--- src/rtl/reg_file_pkg.sv ---
// Shared defaults and named configuration-entry addresses for the configurable register file.
package reg_file_pkg;

    localparam int DEF_DATA_WIDTH = 8;
    localparam int DEF_ADDR_WIDTH = 4;
    localparam int DEF_NUM_CFG    = 4;

    // Config-entry addresses as seen by the datapath consumers of Cfg_Regs
    localparam int CFG_ALU_OP = 0;
    localparam int CFG_ALU_B  = 1;
    localparam int CFG_UART   = 2;
    localparam int CFG_DIV    = 3;

    localparam logic [DEF_NUM_CFG*DEF_DATA_WIDTH-1:0] DEF_CFG_RST_VAL =
        {8'h20, 8'h81, 8'h00, 8'h00};

    typedef enum logic [1:0] {
        ACC_IDLE,
        ACC_WRITE,
        ACC_READ,
        ACC_CONFLICT
    } access_e;

endpackage

--- src/rtl/reg_file_rd_pipe.sv ---
// Read-return delay line: carries the read valid flag and data LATENCY cycles,
// holding the last delivered data between valid pulses.
module reg_file_rd_pipe #(
    parameter int DATA_WIDTH = 8,
    parameter int LATENCY    = 1
) (
    input  logic                  clk,
    input  logic                  rst_n,
    input  logic                  in_valid,
    input  logic [DATA_WIDTH-1:0] in_data,
    output logic                  out_valid,
    output logic [DATA_WIDTH-1:0] out_data
);

    logic [LATENCY-1:0]    vld;
    logic [DATA_WIDTH-1:0] dat [LATENCY];

    // Data stages only load alongside a valid flag so the output never moves without a pulse
    always_ff @(posedge clk or negedge rst_n) begin
        if (!rst_n) begin
            vld <= '0;
            for (int i = 0; i < LATENCY; i++) begin
                dat[i] <= '0;
            end
        end else begin
            vld[0] <= in_valid;
            if (in_valid) begin
                dat[0] <= in_data;
            end
            for (int i = 1; i < LATENCY; i++) begin
                vld[i] <= vld[i-1];
                if (vld[i-1]) begin
                    dat[i] <= dat[i-1];
                end
            end
        end
    end

    assign out_valid = vld[LATENCY-1];
    assign out_data  = dat[LATENCY-1];

endmodule

--- src/rtl/reg_file_cfg.sv ---
// Parametrised single-port register file with per-entry reset values, read-only masking,
// pipelined reads with a valid pulse, access-error pulses and a packed config export.
module reg_file_cfg
    import reg_file_pkg::*;
#(
    parameter int DATA_WIDTH = DEF_DATA_WIDTH,
    parameter int ADDR_WIDTH = DEF_ADDR_WIDTH,
    parameter int DEPTH      = 16,
    parameter int NUM_CFG    = DEF_NUM_CFG,
    parameter int RD_LATENCY = 1,
    parameter logic [NUM_CFG*DATA_WIDTH-1:0] CFG_RST_VAL = DEF_CFG_RST_VAL,
    parameter logic [DEPTH-1:0]              RO_MASK     = '0
) (
    input  logic                          CLK,
    input  logic                          RST,
    input  logic                          WrEn,
    input  logic                          RdEn,
    input  logic [ADDR_WIDTH-1:0]         Address,
    input  logic [DATA_WIDTH-1:0]         WrData,
    output logic [DATA_WIDTH-1:0]         RdData,
    output logic                          RdData_Valid,
    output logic                          Err,
    output logic [NUM_CFG*DATA_WIDTH-1:0] Cfg_Regs
);

    localparam int MEM_BITS = DEPTH * DATA_WIDTH;
    localparam int SPAN     = 2 ** ADDR_WIDTH;

    // Reset image and RO mask widened so unimplemented entries read as zero / writable-but-absent
    localparam logic [MEM_BITS-1:0] RST_IMAGE = MEM_BITS'(CFG_RST_VAL);
    localparam logic [SPAN-1:0]     RO_FULL   = SPAN'(RO_MASK);

    logic [DATA_WIDTH-1:0] mem [DEPTH];
    logic [DATA_WIDTH-1:0] rd_word;
    access_e               access;
    logic                  in_range;
    logic                  wr_ok;
    logic                  rd_accept;
    logic                  err_next;
    logic                  err_q;

    assign in_range = ({1'b0, Address} < (ADDR_WIDTH+1)'(DEPTH));

    always_comb begin
        access = ACC_IDLE;
        case ({WrEn, RdEn})
            2'b10:   access = ACC_WRITE;
            2'b01:   access = ACC_READ;
            2'b11:   access = ACC_CONFLICT;
            default: access = ACC_IDLE;
        endcase
    end

    assign wr_ok     = (access == ACC_WRITE) && in_range && !RO_FULL[Address];
    assign rd_accept = (access == ACC_READ);
    assign err_next  = (access == ACC_CONFLICT)
                     || ((access == ACC_WRITE) && !wr_ok)
                     || ((access == ACC_READ) && !in_range);

    // Address match mux; out-of-range addresses match nothing and yield zero
    always_comb begin
        rd_word = '0;
        for (int i = 0; i < DEPTH; i++) begin
            if (Address == ADDR_WIDTH'(i)) begin
                rd_word = mem[i];
            end
        end
    end

    always_ff @(posedge CLK or negedge RST) begin
        if (!RST) begin
            for (int i = 0; i < DEPTH; i++) begin
                mem[i] <= RST_IMAGE[i*DATA_WIDTH +: DATA_WIDTH];
            end
        end else if (wr_ok) begin
            for (int i = 0; i < DEPTH; i++) begin
                if (Address == ADDR_WIDTH'(i)) begin
                    mem[i] <= WrData;
                end
            end
        end
    end

    always_ff @(posedge CLK or negedge RST) begin
        if (!RST) begin
            err_q <= 1'b0;
        end else begin
            err_q <= err_next;
        end
    end

    assign Err = err_q;

    reg_file_rd_pipe #(
        .DATA_WIDTH (DATA_WIDTH),
        .LATENCY    (RD_LATENCY)
    ) u_rd_pipe (
        .clk       (CLK),
        .rst_n     (RST),
        .in_valid  (rd_accept),
        .in_data   (rd_word),
        .out_valid (RdData_Valid),
        .out_data  (RdData)
    );

    for (genvar g = 0; g < NUM_CFG; g++) begin : g_cfg
        assign Cfg_Regs[g*DATA_WIDTH +: DATA_WIDTH] = mem[g];
    end

endmodule

--- config.mk ---
export PLATFORM = sky130hd
export DESIGN_NAME = reg_file_cfg
export DESIGN_NICKNAME = d
export VERILOG_FILES = /design/src/rtl/reg_file_pkg.sv /design/src/rtl/reg_file_rd_pipe.sv /design/src/rtl/reg_file_cfg.sv
export SDC_FILE = /design/constraint.sdc
export NUM_CORES = 1
export LEC_CHECK = 0
export CORE_MARGIN = 5
export CORE_UTILIZATION = 50
export CTS_CLUSTER_SIZE = 8
export DETAILED_ROUTE_END_ITERATION = 16
export PLACE_DENSITY = 0.7
export SYNTH_ARGS = -nofsm -noshare
export SYNTH_HDL_FRONTEND = slang
export SYNTH_SLANG_ARGS = --single-unit
--- constraint.sdc ---
create_clock -name CLK -period 2.2 [get_ports CLK]
set_input_delay 0.44 -clock CLK [delete_from_list [all_inputs] [get_ports CLK]]
set_output_delay 0.44 -clock CLK [all_outputs]
set_load 0.1 [all_outputs]
---- Word-level counts from Yosys, hierarchy flattened ----
Memories as Yosys holds them, arrays and structs flattened.
Cells that the tools add are included.
word-level totals
  memories kept ........................... 1
  output and inout bits ................... 42
  bits in registers ....................... 138
  input bits .............................. 16
  bits in read-only memories .............. 16
memory list
  name             depth  bits a word  read ports  clocked after Yosys merged registers in  wr ports  line                source
  (no name shown)  16     1            1           0                                        0         reg_file_cfg.sv:54  assign wr_ok = (access == ACC_WRITE) && in_range && !RO_FULL[Address];
cells by class
  eq/ne operators ......................... 21
  reduce and logical (&&, ||, !) cells .... 22
  order comparisons ....................... 1
  mux-type cells .......................... 18
operators by type and width
  operator            count
  $mux 8              16
  $eq 4x4->1 const B  8
  $reduce_and 2->1    16
  $eq 4x3->1 const B  4
  $eq 2x2->1 const B  4
  $eq 4x2->1 const B  2
  $pmux 2 s3          1
  $lt 4x5->1 const B  1
  $eq 2x1->1 const B  2
  $eq 4x1->1 const B  1
  $logic_not 4->1     1
  $logic_and 1x1->1   2
  $logic_not 1->1     2
  $logic_or 1x1->1    1
  $mux 1              1

---- Longest topological paths before layout ----
Gate-level depths: netlist of the first run.
  depth after elaboration ................. 17
  mapped depth ............................ 8
  depth with buffers taken out ............ 6

---- Modules after synthesis ----
A second synthesis of the first run with hierarchy kept.
unflattened totals
  cells, all modules ...................... 527
  area, all modules ....................... 6910.4 um^2
by module, submodules not included
  module            times used  area an instance (um^2)  cells each  sequential area each (um^2)
  reg_file_cfg      1           6553.8                   509         3231.8
  reg_file_rd_pipe  1           356.6                    18          225.2

---- Worst setup path after synthesis of the first run ----
Ideal clock, no wire load.
  kind .................................... input to register
  start ................................... in Address[1]
  end ..................................... reg mem[0] in the netlist's numbering
  path slack .............................. 0.439 ns
  setup time .............................. 0.125 ns
  stages .................................. 6
  data arrival time ....................... 1.636 ns
  cells stage by stage .................... buf_2 > buf_4 > buf_6 > nand4_4 > nor2_2 > mux2_2
between the ends
  cells in the longest elaborated chain, start to end .. 5
  elaborated cells on any way between the ends .. 6
RTL lines
  what                            line                source
  start, declared                 reg_file_cfg.sv:18  input logic [ADDR_WIDTH-1:0] Address,
  $mem_v2 16x1                    -
  $mux 1 (implied by the code)    reg_file_cfg.sv:54
  $logic_not 1->1                 reg_file_cfg.sv:54
  $logic_and 1x1->1               reg_file_cfg.sv:54
  $reduce_and 2->1 (no line) (*)  -
  end signal, assigned by index   reg_file_cfg.sv:73  mem[i] <= RST_IMAGE[i*DATA_WIDTH +: DATA_WIDTH];
  end signal, assigned by index   reg_file_cfg.sv:78  mem[i] <= WrData;
  end, declared                   reg_file_cfg.sv:33  logic [DATA_WIDTH-1:0] mem [DEPTH];
Mark *: on every way between the ends. The rest lies on a longest branch, timed or not. The select of a mux whose other input is x is not followed.
A chain may end at the register's enable or synchronous reset.

---- Worst setup path in the final report of the first run ----
  start ................................... in Address[2]
  end ..................................... reg u_rd_pipe.dat (netlist bit u_rd_pipe.out_data[0])
between the ends
  cells in the longest elaborated chain, start to end .. 17
  elaborated cells on any way between the ends .. 32
RTL lines
  what                           line                    source
  $logic_not 4->1                reg_file_cfg.sv:64      if (Address == ADDR_WIDTH'(i)) begin
  $mux 8 (15 in a row)           reg_file_cfg.sv:64
  $mux 8 (*)                     reg_file_cfg.sv:64
  end signal, assigned by index  reg_file_rd_pipe.sv:33  dat[i] <= dat[i-1];
  end, declared                  reg_file_rd_pipe.sv:16  logic [DATA_WIDTH-1:0] dat [LATENCY];
Mark *: on every way between the ends. The rest lies on a longest branch, timed or not.

==> run summary, run 1 <==
Remaining DRCs - 0
global-route usage over all layers - 22.1%
FF-to-FF setup slack - 0.71 ns
Via density - 5.83
Bufs and invs on worst path - 2
Worst Path Required - 2.48 ns
Post-CTS Setup Repair Bufs - 0
ys flop type - dfrtp_1
fill cell count - 1080
share of cells above drive strength 1 - 44.4%
Starting Density - 50.7%
Post-Layout Cell Count - 829
die span in y - 128 µm
Synth Area in Simple Gates - 9.77%
via count - 4837
Clock Latency Late Sink - 0.42 ns
clk root buf - clkbuf_16
Rel. slew slack - 56.6%
CP max stage cell - clkdlybuf4s50_1
Fin Clk Skew - 0.00682 ns
Post-Synthesis Cell Area - 7010 µm²
WP depth - 6
DRT Pass-1 Iters - 5
design area - 8360 µm²
Avg Inst Size Synth - 12.3 µm²
Synth Area in XOR/XNOR - 0%
peak supply drop - 0.766 mV
CTS max path bufs - 2
DRT iter0 DRCs - 463
CTS tree - yes
# placed instances - 796
Area Overhead vs Synth - 19.3%
Worst-path clk slew - 0.06 ns
largest family of logic cells by synthesized area - multiplexers
Max-cap violations - 0
Tmin final - 1.95 ns
synth top area cells - dfrtp_1 (48%), mux2_2 (19%), buf_4 (4.1%)
cells after synthesis - 570
crit path launch type - input port
CP Capture Type - register
kind of critical path - input port to register
# H-tree levels - 4
# nets final - 652
routed len/inst - 20.8 µm
sequential area share after synthesis - 49.3%
I/O pin cnt - 58
Synth Area in Adders - 0%
RSZ-0062 raised after global routing - no
Slew Limit Fails - 0
antenna-violating nets left - 0
Worst Hold Class - register to register
global route total overflow - 0
clk sinks - 138
FFs w/ async S/R, synth - 100%
first-pass GRT wire length - 28.4 mm
critical path peak fanout - 22
Pleak - 0.00382 µW
R2R Path End - u_rd_pipe.out_data[0]
crit path to - u_rd_pipe.out_data[0]
Tot Pwr - 8520 µW
Post-synth EDFFs - 0
vias in the first global route - 5067
Yosys top cell by area - dfrtp_1
Final period util - 88.8%
multi-input combinational cell area - 3090 µm²
mux contribution to synthesized area - 25.4%
post-synthesis cell type count - 59
Setup violations, final - 0
worst-path cell chain - clkdlybuf4s50_1, buf_12, nand2b_1, o221ai_1, a221oi_1, o21ai_1
ant diodes - 0
Reg area - 3460 µm²
CTS Buf Count - 17
hold depth - 1
Top delay family on crit path - compound AO/OA/AOI/OAI gates
actual slew at the worst max-slew pin - 0.649 ns
worst setup path start - Address[2]
placed inst area - 7790 µm²
Total Wirelength - 17.3 mm
die area - 16500 µm²
Worst EP arrival - 2.24 ns
Worst R2R Start - mem[88]
crit-path max cell delay - 0.50 ns
Synth Area in Compound Gates - 8.97%
FP Rows - 43
Final GP Congestion - 0.890
Fin. Hold Viols - 0
Die Width - 128 µm
setup TNS - 0 ns
result of the run - completed
DP Wirelength - 12.6 mm
Worst R2R Path Depth - 5
warnings from Yosys - 0
Placeable Area - 13800 µm²
#FFs+latches synth - 138
Pwr Density - 1020 nW/µm²
syn nets - 586
port buffer count - 57
initial antenna violation count - 0
FMAX - 512 MHz
share of the synthesized area in the top cell type - 48.2%
largest net degree at the start of global routing - 49
[worst min path at each step]
| stage | from | end |
|---|---|---|
| CTS | mem[49] | mem[49] |
| finish | mem[49] | mem[49] |
| detailed placement | RST | u_rd_pipe.out_data[6] |
| floorplan | RST | Cfg_Regs[0] |
| global route | mem[40] | mem[40] |
| global placement | RST | u_rd_pipe.out_data[5] |
[logic make-up after synthesis]
logic type             Yosys count
muxes                          154
and+or+nand+nor                113
AOI/OAI and AO/OA               94
buffers and inverters           71
DFF                            138
[synth_stat cells (2+ instances only)]
cell type,instances
dfrtp_1,135
mux2_2,120
buf_4,38
nor2_1,30
o22ai_1,26
nand2_1,23
mux2i_1,22
o21ai_0,19
clkbuf_1,16
a21oi_1,9
a211oi_1,8
mux2_4,8
nand2b_1,8
nor3_1,8
a221oi_1,7
o221ai_1,7
buf_2,6
nand2_2,6
and2_1,5
buf_6,5
a2bb2oi_1,4
and3b_1,4
mux4_2,4
dfstp_2,3
nand3_1,3
nor2b_1,3
o21ai_1,3
a31o_1,2
clkinv_1,2
inv_1,2
nand4_1,2
nor2_2,2
nor2_4,2
nor3_4,2
nor3b_1,2
[metrics by stage]
stage	util (%)	worst slack (ns)	hold slack (ns)
2_1_floorplan	-	0.439	0.144
3_3_place_gp	56.3	-0.174	0.406
3_5_place_dp	56.3	-0.186	0.417
4_1_cts	60.5	0.252	0.505
5_1_grt	60.5	0.0810	0.517
6_report	60.5	0.247	0.504
[flip-flops by register name, summed over array words and instances, names as in the netlist]
| register | cells |
|---|---|
| Cfg_Regs | 32 |
| u_rd_pipe.out_data | 8 |
| mem | 96 |
| Err | 1 |
| u_rd_pipe.out_valid | 1 |
[routing by layer]
metal | track usage [%] | up-vias | routed length [µm]
met3 | 4.61 | 24 | 912
met4 | 7.37 | 0 | 377
met5 | 0 | - | 0
met1 | 32.6 | 2476 | 8130
li1 | - | 2206 | -
met2 | 32.7 | 131 | 7850
[area by class of cell]
type / count / share of cell area (%)
flip-flops and latches: 138 / 41.4
clock inverters: 9 / 0.733
clock buffers: 23 / 5.96
multi-input cells: 361 / 37.0
well taps: 180 / 2.69
inverters: 5 / 0.225
repair buffers: 113 / 12.0
[where the power goes]
| part | total [µW] | internal (µW) | switching (µW) |
|---|---|---|---|
| Sequential | 3370 | 3040 | 335 |
| Clock | 2660 | 1590 | 1070 |
| Combinational | 2480 | 831 | 1650 |
| Total | 8520 | 5460 | 3060 |
[what timing repair did]
action,4_1_cts,5_1_grt
hold endpoints to repair,45,0
gates resized for setup,0,0
hold buffers,1,0
[cell usage in the layout (no fill, tap or decap), types with 2 or more instances in the layout]
cell,n
nor3b_1,2
buf_2,2
nor2_4,2
o21ai_1,3
clkbuf_8,5
mux2_2,120
mux4_2,4
o21ai_0,19
inv_6,2
nand2b_1,8
mux2i_1,22
a21oi_1,9
nor2_2,2
and2_1,5
a31o_1,2
clkbuf_16,17
nand3_1,3
nor3_1,8
and3b_1,4
nand2_2,6
dfstp_2,3
o22ai_1,26
clkinvlp_4,2
clkdlybuf4s50_1,12
a211oi_1,8
clkinv_2,4
o221ai_1,7
mux2_4,8
a221oi_1,7
nor2b_1,3
nand4_1,2
nor3_4,2
inv_1,2
nand2_1,23
clkinv_1,2
buf_4,87
a2bb2oi_1,4
nor2_1,30
dfrtp_1,135
buf_12,10
Note: power is estimated with default switching activity, not from simulation.
==> run 2: changes to the inputs <==
- clock period: 2.2 -> 2.54 ns (I/O delays scaled with it)
==> run summary, run 2 (synthesized netlist as in run 1, its figures left out) <==
Worst-path clk slew - 0.05 ns
hold_buf cts - 0
critical path peak fanout - 24
Final GP Congestion - 0.881
FMAX - 480 MHz
I/O pin cnt - 58
CTS tree - yes
Via density - 6.00
post-cts resize count - 0
antenna-violating nets left - 0
fill cell count - 1112
Pwr Density - 924 nW/µm²
FP Rows - 43
via count - 4768
Fin. Hold Viols - 0
PnR worst setup slack - 0.457 ns
Starting Density - 50.7%
CP Capture Type - register
clk sinks - 138
largest net degree at the start of global routing - 51
global route total overflow - 0
Pleak - 0.00365 µW
Worst EP arrival - 2.38 ns
DP Wirelength - 12.2 mm
result of the run - completed
crit path launch type - input port
Final period util - 82.0%
first-pass GRT wire length - 27.8 mm
clk root buf - clkbuf_16
max reg flops - 96
peak supply drop - 0.721 mV
Placeable Area - 13800 µm²
ant diodes - 0
Worst Hold Class - input port to asynchronous set/reset pin
Max-cap violations - 0
Area Overhead vs Synth - 15.0%
# H-tree levels - 4
most frequent cells in the layout - dfrtp_1 (135), mux2_2 (120), buf_4 (60), nor2_1 (30), o22ai_1 (26)
Setup violations, final - 0
Post-CTS Setup Repair Bufs - 0
port buffer count - 57
Worst R2R Path Depth - 5
setup TNS - 0 ns
Worst Path Required - 2.83 ns
DRT iter0 DRCs - 431
vias in the first global route - 4880
Rel. slew slack - 45.4%
initial antenna violation count - 0
kind of critical path - input port to register
Clock Latency Late Sink - 0.43 ns
Tmin final - 2.08 ns
Remaining DRCs - 0
CTS Buf Count - 17
routed len/inst - 21.8 µm
R2R Path End - u_rd_pipe.out_data[0]
FF-to-FF setup slack - 0.97 ns
Final Util - 58.3%
actual slew at the worst max-slew pin - 0.816 ns
most common cell after layout, fill and taps aside - dfrtp_1
DRT Pass-1 Iters - 5
largest register by flop count - mem
CTS max path bufs - 2
die area - 16500 µm²
Die Width - 128 µm
global-route usage over all layers - 22.0%
Total Wirelength - 17.3 mm
Fin Clk Skew - 0.0133 ns
share of cells above drive strength 1 - 40.5%
# nets final - 619
pre-CTS WS - 0.0474 ns
die span in y - 128 µm
Worst R2R Start - Cfg_Regs[0]
RSZ-0062 raised after global routing - no
Slew Limit Fails - 0
run 2: cell types whose count changed in the layout (fill, tap and decap cells not counted):
cell and change:
buf_12 -5, clkbuf_1 +6, clkbuf_8 -1, dlygate4sd3_1 -1, clkinvlp_4 -2, clkinv_2 -3, inv_6 -2, clkinv_4 -1
bufinv_16 +2, buf_4 -27
run 2: worst max path at each step:
stage | from | endpoint | slack, ns | cells after the start
after floorplan | Address[1] | mem[0] | 0.71 | 6
after global placement | Address[3] | mem[5] | 0.06 | 5
after detailed placement | Address[3] | mem[2] | 0.05 | 5
after CTS | Address[3] | mem[2] | 0.46 | 5
after global routing | Address[3] | u_rd_pipe.out_data[2] | 0.34 | 7
final | Address[3] | mem[2] | 0.46 | 5
run 2: through the flow:
step | hold slack, ns | cells | instance area (µm²) | power, µW
detailed placement | 0.484 | 764 | 7490 | 5070
floorplan | 0.212 | 570 | 7010 | 4650
CTS | 0.0414 | 795 | 8060 | 7480
global route | 0.0636 | 795 | 8060 | 7730
global placement | 0.478 | 764 | 7490 | 5010
finish | 0.0313 | 795 | 8060 | 7450
run 2: critical path, cell delays in order:
cell             delay (ns)
clkdlybuf4s50_1        0.58
buf_12                 0.22
nand4_4                0.17
nor2_2                 0.48
mux2_2                 0.40
run 2: area by class of cell:
type / count / area [µm²] / area share, %
clock inverter: 3 / 65.1 / 0.807
multi-input combinational: 361 / 3090 / 38.4
timing repair buffer: 80 / 692 / 8.59
inverter: 5 / 18.8 / 0.233
clock buffer: 28 / 507 / 6.29
sequential: 138 / 3460 / 42.9
tap: 180 / 225 / 2.79
run 2: per-layer routing:
layer | vias up | share of wire (%) | global-route usage, %
met4 | 0 | 2.8 | 8.49
met5 | - | 0 | 0
met3 | 32 | 6.2 | 5.60
li1 | 2134 | - | -
met1 | 2428 | 46 | 31.2
met2 | 174 | 45 | 32.8
run 2: power breakdown:
| group | total, µW | switching [µW] | internal, µW |
|---|---|---|---|
| registers | 2930 | 294 | 2630 |
| clock network | 2410 | 867 | 1540 |
| logic | 2110 | 1420 | 690 |
